$ cat config.mk
export PLATFORM = sky130hd
export DESIGN_NAME = sata_oob_ctrl
export DESIGN_NICKNAME = d
export VERILOG_FILES = /design/src/rtl/sata_oob_ctrl.sv
export SDC_FILE = /design/constraint.sdc
export NUM_CORES = 1
export LEC_CHECK = 0
export BUFFER_PORTS_ARGS = -buffer_cell sky130_fd_sc_hd__clkbuf_2
export CORE_ASPECT_RATIO = 1.4
export CORE_MARGIN = 5
export CORE_UTILIZATION = 30
export CTS_BUF_LIST = sky130_fd_sc_hd__clkbuf_4 sky130_fd_sc_hd__clkbuf_8
export DETAILED_ROUTE_END_ITERATION = 10
export PLACE_DENSITY_LB_ADDON = 0.3
export SLEW_MARGIN = 40
export SYNTH_ARGS = -nofsm -noshare
export SYNTH_HDL_FRONTEND = slang
export SYNTH_SLANG_ARGS = --single-unit
export TNS_END_PERCENT = 30
$ cat constraint.sdc
create_clock -name clk -period 4.81 [get_ports clk]
set_clock_uncertainty 0.15 [all_clocks]
set_input_delay 0.2405 -clock clk [delete_from_list [all_inputs] [get_ports clk]]
set_output_delay 0.2405 -clock clk [all_outputs]
set_load 0.005 [all_outputs]
$ cat src/rtl/sata_oob_ctrl.sv
// sata_oob_ctrl: host-side SATA OOB link bring-up (COMRESET/COMWAKE, then D10.2/ALIGN/SYNC handshake)
module sata_oob_ctrl #(
    parameter int CLKFREQ = 100_000,
    parameter int RETRYUS = 10_000,
    parameter int ALIGNUS = 880
) (
    input  logic        clk,
    input  logic        reset,
    input  logic        coder_ready,
    output logic        cominit,
    output logic        comwake,
    output logic        oobfinish,
    input  logic        rx_cominit,
    input  logic        rx_comwake,
    input  logic [31:0] rxdata,
    input  logic [3:0]  rxdatak,
    output logic [31:0] txdata,
    output logic [3:0]  txdatak,
    output logic        linkup,
    output logic [7:0]  retries
);
    localparam int retry_cyc = (RETRYUS * CLKFREQ) / 1000;
    localparam int align_cyc = (ALIGNUS * CLKFREQ) / 1000;
    localparam int max_cyc   = (retry_cyc > align_cyc) ? retry_cyc : align_cyc;
    localparam int tw        = $clog2(max_cyc) + 1;
    localparam logic [tw-1:0] retry_lim = tw'(retry_cyc - 1);
    localparam logic [tw-1:0] align_lim = tw'(align_cyc - 1);

    localparam logic [31:0] d10_2 = 32'h4A4A4A4A;
    localparam logic [31:0] align = 32'h7B4A4ABC;

    localparam logic [2:0] st_reset        = 3'd0;
    localparam logic [2:0] st_wait_cominit = 3'd1;
    localparam logic [2:0] st_wake         = 3'd2;
    localparam logic [2:0] st_wait_comwake = 3'd3;
    localparam logic [2:0] st_wait_coder   = 3'd4;
    localparam logic [2:0] st_send_d10     = 3'd5;
    localparam logic [2:0] st_send_align   = 3'd6;
    localparam logic [2:0] st_linkup       = 3'd7;

    logic [2:0]    state, nxt;
    logic [tw-1:0] timer;
    logic [1:0]    cnt;
    logic          timed, in_align_phase, tmo, is_align, is_prim, retry;

    assign in_align_phase = (state == st_send_d10) || (state == st_send_align);
    assign timed    = in_align_phase || (state == st_wait_cominit) || (state == st_wait_comwake);
    // The timer is cleared on entry, so hitting lim-1 means lim cycles spent in the state.
    assign tmo      = timed && (timer == (in_align_phase ? align_lim : retry_lim));
    assign is_align = (rxdatak == 4'b0001) && (rxdata == align);
    assign is_prim  = (rxdatak == 4'b0001) && (rxdata != align);

    // Qualifying inputs are tested before the timeout so they win a same-cycle tie.
    always_comb begin
        nxt   = state;
        retry = 1'b0;
        case (state)
            st_reset:        nxt = coder_ready ? st_wait_cominit : st_reset;
            st_wait_cominit: begin
                nxt   = rx_cominit ? st_wake : (tmo ? st_reset : state);
                retry = !rx_cominit && tmo;
            end
            st_wake:         nxt = coder_ready ? st_wait_comwake : st_wake;
            st_wait_comwake: begin
                nxt   = rx_comwake ? st_wait_coder : (tmo ? st_reset : state);
                retry = !rx_comwake && tmo;
            end
            st_wait_coder:   nxt = coder_ready ? st_send_d10 : st_wait_coder;
            st_send_d10:     begin
                nxt   = is_align ? st_send_align : (tmo ? st_reset : state);
                retry = !is_align && tmo;
            end
            st_send_align:   begin
                nxt   = (is_prim && cnt == 2'd2) ? st_linkup : (tmo ? st_reset : state);
                retry = !(is_prim && cnt == 2'd2) && tmo;
            end
            st_linkup:       nxt = rx_cominit ? st_reset : st_linkup;
            default:         nxt = st_reset;
        endcase
    end

    always_ff @(posedge clk or posedge reset) begin
        if (reset) begin
            state     <= st_reset;
            timer     <= '0;
            cnt       <= 2'd0;
            cominit   <= 1'b0;
            comwake   <= 1'b0;
            oobfinish <= 1'b0;
            txdata    <= d10_2;
            txdatak   <= 4'b0000;
            linkup    <= 1'b0;
            retries   <= 8'd0;
        end else begin
            state     <= nxt;
            timer     <= (nxt != state || !timed) ? '0 : timer + 1'b1;
            cnt       <= (state == st_send_align && nxt == st_send_align && is_prim) ? cnt + 2'd1 : 2'd0;
            cominit   <= (state == st_reset) && coder_ready;
            comwake   <= (state == st_wake) && coder_ready;
            oobfinish <= (nxt == st_send_d10) || (nxt == st_send_align) || (nxt == st_linkup);
            txdata    <= (nxt == st_send_align || nxt == st_linkup) ? align : d10_2;
            txdatak   <= (nxt == st_send_align || nxt == st_linkup) ? 4'b0001 : 4'b0000;
            linkup    <= nxt == st_linkup;
            if (retry && retries != 8'hFF)
                retries <= retries + 8'd1;
        end
    end
endmodule

After elaboration in Yosys (flattened, before gate mapping). Cells that the tools add are included.

Register bits after elaboration: 70. Output and inout bits: 48. Bits of input ports: 41.

Muxes and demuxes: 16. $add $sub $neg: 3. Equal/unequal tests: 17. Reductions and logical operators: 26.

Operators by type and width (count): == test 32 x 31 -> 1 bit (second input constant) (1); inequality test 32 x 31 -> 1 bit (second input constant) (1); 2-to-1 mux 30 bit (1); case mux 3 bit (8 select lines) (1); adder 21 x 1 -> 21 bit (second input constant) (1); == test 21 x 20 -> 1 bit (1); == test 3 bit (second input constant) (7); 2-to-1 mux 21 bit (1); 2-to-1 mux 20 bit (1); 2-to-1 mux 3 bit (6); logical AND 1 bit (13); adder 8 x 1 -> 8 bit (second input constant) (1); inequality test 8 bit (second input constant) (1); logical OR 1 bit (7); == test 3 x 2 -> 1 bit (second input constant) (2); zero test 1 bit (5); == test 4 x 1 -> 1 bit (second input constant) (1); 2-to-1 mux 1 bit (4); case mux 1 bit (4 select lines) (1); == test 3 x 1 -> 1 bit (second input constant) (1); zero test 3 bit (1); inequality test 3 bit (1); adder 2 x 1 -> 2 bit (second input constant) (1); == test 2 bit (second input constant) (1); 2-to-1 mux 2 bit (1).

Logic depth before layout (Yosys ltp). Gate-level depths: netlist (run 1).

Depth after elaboration: 12. Mapped depth: 8.

Worst setup path after synthesis (run 1). OpenSTA, ideal clock, no wires.

Kind: flip-flop to flip-flop. From: register timer[8]. To: register retries[1]. Library setup time: 127 ps. Slack: 2155 ps. Stages on the path, launching flop included: 6. Arrival time: 2377 ps. Data required time: 4533 ps. Cell sequence: dfrtp_1 > or4_1 > a211o_1 > a2111o_1 > a2111oi_4 > mux2_1.

Word-level cells in the longest chain between the ends: 5. Elaborated cells on any way between the ends: 8. Classes of those cells: eq/ne: 1; mux: 1; reduce/logical: 6.

RTL lines: from (decl) (RTL line 42) `logic [tw-1:0] timer;`; from (signal assigned) (RTL line 96) `timer <= (nxt != state || !timed) ? '0 : timer + 1'b1;`; == test 21 x 20 -> 1 bit * (RTL line 49) `assign tmo = timed && (timer == (in_align_phase ? align_lim : retry_lim));`; logical AND 1 bit * (RTL line 49); logical AND 1 bit (on tied branches); case mux 1 bit (4 select lines) * (RTL line 57) `case (state)`; logical AND 1 bit * (RTL line 104) `if (retry && retries != 8'hFF)`; to (signal assigned) (RTL line 105) `retries <= retries + 8'd1;`; to (decl) (RTL line 20) `output logic [7:0] retries`.

Mark *: on every way between the ends. The rest lies on a longest branch, timed or not. A chain may end at the register's enable or synchronous reset.

Final worst setup path (run 1).
From: register timer[7]. To: register timer[10].

Word-level cells in the longest chain between the ends: 8. Elaborated cells on any way between the ends: 12. Classes of those cells: add/sub: 1; eq/ne: 2; mux: 7; reduce/logical: 2.

RTL lines (RTL line): == test 21 x 20 -> 1 bit (49); logical AND 1 bit (49); 2-to-1 mux 3 bit; 2-to-1 mux 3 bit (on tied branches); case mux 3 bit (8 select lines) (57); inequality test 3 bit (96); logical OR 1 bit (96); 2-to-1 mux 21 bit * (96).

Marked as above.

==> results of run 1 <==
==> final timing paths <==
check / startpoint / endpoint / slack (ps) / cells after the start
worst max-delay path: timer[7] / timer[10] / 1860 / 5
worst min-delay path: rx_comwake / state[2] / 110 / 2
worst max register to register: timer[7] / timer[10] / 1860 / 5
worst min register to register: cnt[0] / cnt[0] / 290 / 1
max in group asynchronous: reset / txdata[6] / 3710 / 4
min in group asynchronous: reset / retries[2] / 440 / 4
==> state kept, by name (all words and copies together) (netlist names) <==
name,flops
cnt,2
cominit,1
retries,8
comwake,1
txdata,2
oobfinish,1
timer,21
state,3
linkup,1
==> final cells by class <==
type	count	share of cell area
clock buffers	5	0.0242
flip-flops and latches	40	0.353
well taps	102	0.0449
repair buffers	64	0.115
inverters	7	0.00925
clock inverters	3	0.0150
multi-input cells	196	0.439
==> cell usage after synthesis (3+ instances only) <==
cell and n:
nor4b_1 8, nor2_1 29, nand4_1 12, o21ai_0 6, nand2b_1 3, xnor2_1 14
and3_1 4, nor4bb_1 4, xor2_1 14, a21oi_1 5, inv_1 7, and3_2 3
and2_1 3, ha_1 3, and4b_1 3, nor3_1 3, nand2_1 15, nand3_1 12
clkbuf_1 8, buf_4 34, dfrtp_1 39
==> layout by cell type, fill, tap and decap left out, drive strengths merged, types with 2 or more instances in the layout <==
cell	n
clkbuf	67
dfrtp	39
nor2	29
conb	26
nand2	15
xor2	14
xnor2	14
nand4	12
nand3	12
nor4b	8
inv	7
and3	7
o21ai	6
a21oi	5
nor4bb	4
and2	4
and4b	3
nand2b	3
nor3	3
ha	3
nor3b	2
or4	2
a2111o	2
a32oi	2
nand4b	2
a2111oi	2
==> routing by layer <==
layer | part of all wire | up-vias
met1 | 0.37 | 943
met2 | 0.52 | 90
met3 | 0.092 | 6
met4 | 0.015 | 0
met5 | 0 | -
li1 | - | 963
==> power by group through the flow <==
stage	Combinational (mW)	Sequential [mW]	Clock, mW
3_3_place_gp	0.252	0.432	0
6_report	0.250	0.425	0.273
5_1_grt	0.281	0.436	0.293
4_1_cts	0.257	0.425	0.282
3_5_place_dp	0.255	0.432	0
2_1_floorplan	0.238	0.395	0
==> worst max-delay path: cells and delay by family (launching register included) <==
family / cells / cell delay, ps
AOI/OAI and AO/OA: 2 / 880
DFF: 1 / 430
and+or+nand+nor: 3 / 1340
==> cells by family after synthesis <==
logic type / after synthesis / share of synthesized area
mux: 2 / 0.00863
fa+ha+maj: 3 / 0.0152
other cells: 2 / 0.00305
flops: 40 / 0.407
simple gates: 112 / 0.259
xor+xnor: 28 / 0.0995
compound gates: 25 / 0.0813
buf+inv: 49 / 0.126
==> out/metrics.cfg, run 1 <==
[run_status]
status = completed

[placed_design]
place.gp.congestion = 0.841
pre_cts_ws_ps = 1860
dp_hpwl_mm = 4.38
placed_cell_area_mm2 = 0.00271
post-place-cells = 408
io_buffers = 62

[finish]
seq_area_mm2 = 0.00100
fillers = 848
insertedDiodeCount = 0
drive_gt1_frac = 0.248
area_growth_pct = 15.3
finish.utilization = 0.351
final_cell_area_mm2 = 0.00284
multiInputGateArea_mm2 = 0.00125
finalNetCount = 358
fin_cells = 417

[sta]
finalMaxSlewViolations = 0
setup_viol = 0
rsz0062_at_grt = no
setup_tns_ps = 0
fin_crit_ps = 2950
holdWs_ps = 106
tightestPinTransition_ps = 740
fin_crit_sh = 0.612
setup_ws_ps = 1860
slew_headroom = 0.506
clock.fmax_mhz = 340
hold_viol_final = 0

[worst_setup_path]
critical_path_class = register to register
crit_path_end_kind = register
crit_top_cell = or4_1
max_stage_delay_ps = 680
crit_fanout = 21
cp-start-kind = register
slowest_stage = or4_1
path_cells = or4_1 -> a211o_1 -> a2111oi_0 -> or4_1 -> nor2_1
arrival_ps = 2940
required_ps = 4810

[global_route]
grt_max_degree = 41
antenna_found_initial = 0
grt_pass1_vias = 1914
met2_usage = 0.208
grt_usage = 0.111
grt_overflow = 0
busiest_layer = met2
grt_pass1_wl_mm = 9.02
grt_use_met3 = 0.0287
met1_usage = 0.119

[cts]
clock-sinks = 40
clock-root-buffer = clkbuf_8
ctsHoldBuffers = 1
clk_pin_slew_ps = 80
post_cts_buffers = 0
cts_resized = 0
numCtsBuffers = 5
clockBufferDepth = 2
clk_latency_ps = 300
cts_tree = done
cts_max_level = 2

[routing]
drc = 0
dr.pass1.iters = 4
routed_wirelength_mm = 5.57
detail-route-antenna-nets = 0
vias = 2002
drtIter0Drc = 48
routedWlPerCell_um = 13.4
vias_per_cell = 4.80

[floorplan]
start_util = 0.304
std_cell_rows = 39
die_w_um = 86.6
io_pins = 89
fp.dieH_um = 117
die-area_mm2 = 0.0102
core_area_mm2 = 0.00810

[synthesis]
ys_dominant_reg_cell = dfrtp_1
ys_ff_latch = 40
synth_area_mm2 = 0.00246
synth_top_area_share = 0.396
synth.largest_area_cell = dfrtp_1
ys.warnings.count = 0
syn_area_per_cell_um2 = 9.44
yosys-top-cells-area = dfrtp_1, buf_4, xnor2_1, xor2_1, nor2_1
synth_seq_area_share = 0.407
synthCells = 261
synth_edf_count = 0
async_reset_ff_frac = 1.00
synth.distinct_cells = 47

[job]
cap_violations = 0

[power_and_ir_drop]
switching_share = 0.345
internal_power_mw = 0.622
leakagePower_nw = 1.33
p_total_mw = 0.949
pwr-share-seq = 0.448
vdd.ir_drop.worst_uv = 136
powerDensity_mw_per_mm2 = 334
pwr-share-comb = 0.264
p_clk_frac = 0.288
switchingPower_mw = 0.327

[worst_hold_path]
min_path_type = input port to register

Note: power is estimated with default switching activity, not from simulation.
==> run 2: changes to the inputs <==
==> constraint.sdc (replaced) <==
create_clock -name clk -period 2.9 [get_ports clk]
set_clock_uncertainty 0.15 [all_clocks]
set_input_delay 0.145 -clock clk [delete_from_list [all_inputs] [get_ports clk]]
set_output_delay 0.145 -clock clk [all_outputs]
set_load 0.005 [all_outputs]
==> run 2 against run 1 <==
Compared with the run above: sequential power up 59%; flip-flop and latch count is the same; critical endpoint is now oobfinish; sequential share of layout area down 0.98 points; highest routed layer unchanged; worst hold slack worse by 100 ps; critical path depth grew 1.
==> out/metrics.cfg, run 2 (synthesis results as in run 1) <==
[worst_setup_path]
r2r_slack_ps = 110
crit_path_end_kind = register
required_ps = 2920
max_stage_delay_ps = 590
path_cells = or4_1 -> a211o_1 -> a2111oi_0 -> o21ai_0 -> a32oi_1 -> nand3_1
rr_endpoint = oobfinish
slowest_stage = a2111oi_0
rr_worst_depth = 6
cp-start-kind = register
worstReg2RegStart = timer[8]
arrival_ps = 2810
crit_fanout = 7
critical_path_class = register to register

[finish]
drive_gt1_frac = 0.265
finalNetCount = 368
top_regs = timer x21, retries x8, state x3
largest-register = timer
fillers = 846
final_cell_area_mm2 = 0.00292
final_cell_mix = clkbuf_2, dfrtp_1, nor2_1
insertedDiodeCount = 0
final_common_cell = clkbuf_2
area_growth_pct = 18.6
largest_reg_flops = 21

[sta]
setup_viol = 0
setup_tns_ps = 0
rsz0062_at_grt = no
hold_viol_final = 0
tightestPinTransition_ps = 588
fin_crit_sh = 0.962
finalMaxSlewViolations = 0
fin_crit_ps = 2790
holdWs_ps = 3.80
slew_headroom = 0.598
clock.fmax_mhz = 359
setup_ws_ps = 111

[worst_hold_path]
hp-start = coder_ready
hold_end = cominit
min_path_type = input port to register
holdPathStages = 2

[routing]
drc = 0
detail-route-antenna-nets = 0
routed_wirelength_mm = 5.67
dr.pass1.iters = 4
drtIter0Drc = 28
vias = 2029
routedWlPerCell_um = 13.3
vias_per_cell = 4.75

[power_and_ir_drop]
p_clk_frac = 0.294
powerDensity_mw_per_mm2 = 559
vdd.ir_drop.worst_uv = 198
leakagePower_nw = 1.39
switching_share = 0.335
switchingPower_mw = 0.548
internal_power_mw = 1.09
p_total_mw = 1.63
pwr-share-seq = 0.413
pwr-share-comb = 0.293

[placed_design]
io_buffers = 62
pre_cts_ws_ps = 150
placed_cell_area_mm2 = 0.00278
place.gp.congestion = 0.825
dp_hpwl_mm = 4.51

[floorplan]
io_pins = 89
core_area_mm2 = 0.00810
start_util = 0.304
die_w_um = 86.6
die-area_mm2 = 0.0102
std_cell_rows = 39
fp.dieH_um = 117

[cts]
cts_max_level = 2
cts_resized = 0
clk_pin_slew_ps = 80
cts_tree = done
clk_latency_ps = 290
clockBufferDepth = 2
ctsHoldBuffers = 2
clock-sinks = 40
post_cts_buffers = 0
numCtsBuffers = 5
clock-root-buffer = clkbuf_8

[global_route]
grt_usage = 0.112
grt_overflow = 0
grt_pass1_wl_mm = 9.14
grt_max_degree = 27
grt_pass1_vias = 2020
antenna_found_initial = 0

[job]
cap_violations = 0

[run_status]
status = completed

-- run 2: worst max path at each step --
stage / startpoint / to / depth (start not counted)
after global routing: timer[8] / retries[1] / 6
after CTS: timer[8] / retries[1] / 6
final: timer[8] / oobfinish / 6
after floorplan: timer[8] / retries[1] / 5
after global placement: timer[8] / retries[1] / 6
after detailed placement: timer[8] / retries[1] / 6
-- run 2: critical path: cells and delay by family, from the launching register on --
| kind | cells | cell delay (ps) |
|---|---|---|
| and+or+nand+nor | 2 | 630 |
| DFF | 1 | 450 |
| AOI/OAI and AO/OA | 4 | 1440 |
-- run 2: final cells by class --
class	instances	area, µm²	share of cell area
flip-flops and latches	40	1000	0.343
repair buffers	74	405	0.139
well taps	102	128	0.0437
clock inverters	2	38.8	0.0133
multi-input cells	196	1240	0.424
clock buffers	6	82.6	0.0283
inverters	7	26.3	0.00899
-- run 2: per-stage QoR --
step | utilization | instances
2_1_floorplan | - | 285
3_3_place_gp | 0.343 | 417
3_5_place_dp | 0.343 | 417
4_1_cts | 0.361 | 427
5_1_grt | 0.361 | 427
6_report | 0.361 | 427
-- run 2: per-layer routing --
layer  global-route usage  routed length [µm]
met1                0.113                2030
met2                0.223                3080
met3               0.0266                 486
met4               0.0353                  66
met5                    0                   0
-- run 2: power groups by stage --
stage / Combinational (mW) / Sequential [mW] / Clock [mW]
2_1_floorplan: 0.394 / 0.656 / 0
3_3_place_gp: 0.487 / 0.684 / 0
3_5_place_dp: 0.485 / 0.687 / 0
4_1_cts: 0.490 / 0.676 / 0.495
5_1_grt: 0.541 / 0.683 / 0.520
6_report: 0.480 / 0.675 / 0.480
==> run 3: changes to the inputs <==
--- a/config.mk
+++ b/config.mk
@@ -5,6 +5,7 @@
 export SDC_FILE = /design/constraint.sdc
 export NUM_CORES = 1
 export LEC_CHECK = 0
+export ABC_AREA = 1
 export BUFFER_PORTS_ARGS = -buffer_cell sky130_fd_sc_hd__clkbuf_2
 export CORE_ASPECT_RATIO = 1.4
 export CORE_MARGIN = 5
==> run 3 against run 2 <==
Compared with the run above: via count increased by 13%; sequential share of layout area decreased by 2.5 points; critical path type unchanged; worst hold slack improved by 68 ps; maximum frequency increased by 15%; register-to-register slack improved by 360 ps; total power decreased by 3.8%; clock power decreased by 4%; setup slack improved by 360 ps; sequential power decreased by 4.1%; synthesized cell count increased by 41%.
==> out/metrics.cfg, run 3 <==
[run_status]
status = completed

[worst_setup_path]
rr_worst_depth = 15
crit_fanout = 21
arrival_ps = 2460
crit_path_end_kind = register
cp-start-kind = register
worstReg2RegStart = timer[0]
rr_endpoint = timer[20]
critical_path_class = register to register
r2r_slack_ps = 470
required_ps = 2930

[sta]
fin_crit_ps = 2430
setup_viol = 0
fin_crit_sh = 0.839
clock.fmax_mhz = 411
holdWs_ps = 71.8
hold_viol_final = 0
rsz0062_at_grt = no
finalMaxSlewViolations = 0
setup_ws_ps = 466
setup_tns_ps = 0

[finish]
finish.utilization = 0.349
final_cell_mix = nand2_1, clkbuf_2, inv_1
largest_reg_flops = 21
insertedDiodeCount = 0
final_cell_area_mm2 = 0.00315
top_regs = timer x21, retries x8, state x3
finalNetCount = 471
drive_gt1_frac = 0.273
fillers = 987
area_growth_pct = 13.6
largest-register = timer
final_common_cell = nand2_1

[synthesis]
ys_ff_latch = 40
ys_top_cells_by_count = nand2_1, inv_1, nor2_1
ys_dominant_reg_cell = dfrtp_1
synth.largest_area_cell = dfrtp_1
yosys-top-cells-area = dfrtp_1, nand2_1, buf_4, inv_1, nor2_1
synth_area_mm2 = 0.00277
ys.warnings.count = 0
synth_top_area_share = 0.352
syn_area_per_cell_um2 = 7.51
synthCells = 369
async_reset_ff_frac = 1.00
synth_most_common_cell = nand2_1
synth.distinct_cells = 31
synth_seq_area_share = 0.361
synth_edf_count = 0

[cts]
clock-sinks = 40
cts_tree = done
clockBufferDepth = 2
cts_resized = 0
cts_max_level = 2
clk_latency_ps = 300
clock-root-buffer = clkbuf_8
clk_pin_slew_ps = 70
numCtsBuffers = 5

[global_route]
grt_pass1_vias = 2346
grt_usage = 0.109
grt_pass1_wl_mm = 10.1
grt_overflow = 0
grt_max_degree = 32
antenna_found_initial = 0

[power_and_ir_drop]
powerDensity_mw_per_mm2 = 499
leakagePower_nw = 1.58
vdd.ir_drop.worst_uv = 230

[worst_hold_path]
holdPathStages = 4
hold_end = linkup
hp-start = rx_cominit
min_path_type = input port to register

[floorplan]
std_cell_rows = 41
core_area_mm2 = 0.00903
start_util = 0.307
die-area_mm2 = 0.0113
io_pins = 89
die_w_um = 91.3
fp.dieH_um = 124

[placed_design]
io_buffers = 62
place.gp.congestion = 0.892
placed_cell_area_mm2 = 0.00302
dp_hpwl_mm = 4.82
pre_cts_ws_ps = 461

[routing]
dr.pass1.iters = 5
vias_per_cell = 4.27
detail-route-antenna-nets = 0
vias = 2284
routedWlPerCell_um = 11.0
drtIter0Drc = 74
drc = 0
routed_wirelength_mm = 5.87

[job]
cap_violations = 0

==> run 3: layout make-up <==
class                   count  area (µm²)  area share
flip-flops and latches     40        1000       0.318
inverters                  57         214      0.0679
repair buffers             66         345       0.110
clock inverters             2        35.0      0.0111
multi-input cells         257        1340       0.426
clock buffers               6        76.3      0.0242
well taps                 107         134      0.0425
==> run 3: worst max path at each step <==
stage | startpoint | to | slack, ps | cells past startpoint
detailed placement | timer[0] | timer[20] | 460 | 15
floorplan | timer[0] | timer[9] | 890 | 15
finish | timer[0] | timer[20] | 470 | 15
global placement | state[0] | timer[20] | 520 | 15
CTS | timer[0] | timer[20] | 430 | 15
global route | timer[0] | timer[20] | 190 | 15
==> run 3: power by group <==
| group | total (mW) | switching, mW | internal, mW |
|---|---|---|---|
| Clock | 0.462 | 0.197 | 0.265 |
| Combinational | 0.463 | 0.306 | 0.157 |
| Sequential | 0.647 | 0.0497 | 0.597 |
==> run 3: metrics by stage <==
step | power, mW | instances
5_1_grt | 1.68 | 535
3_5_place_dp | 1.12 | 525
2_1_floorplan | 1.06 | 393
3_3_place_gp | 1.12 | 525
4_1_cts | 1.60 | 535
6_report | 1.57 | 535
==> run 3: cell families (layout without fill, tap and decap cells) <==
group | after synthesis | in the layout | share of synthesized area
buf+inv | 96 | 131 | 0.187
fa+ha+maj | 3 | 3 | 0.0135
other cells | 2 | 26 | 0.00271
simple gates | 196 | 196 | 0.343
xor+xnor | 22 | 22 | 0.0695
compound gates | 10 | 10 | 0.0230
flops | 40 | 40 | 0.361
==> run 3: what timing repair did <==
item | in CTS | in global routing
hold buffers | 2 | 0
buffers inserted | 0 | 0
hold endpoints to repair | 10 | 0
==> run 3: metal layers <==
metal	share of wire	global-route usage
met5	0	0
met4	0.021	0.0523
met3	0.057	0.0211
met2	0.53	0.200
met1	0.39	0.119
==> run 3: worst max-delay path, cell delays in order, from the launching register on <==
cell and delay (ps):
dfrtp_1 390, ha_1 210, nand3_2 130, nor2_2 170
nand3_1 90, nor2_1 120, nand2_2 90, nand2_1 70
nand2_1 70, nand2_2 110, nand3_4 80, nand2_1 80
nand2_1 80, nand3_2 70, buf_4 330, nor2_1 80
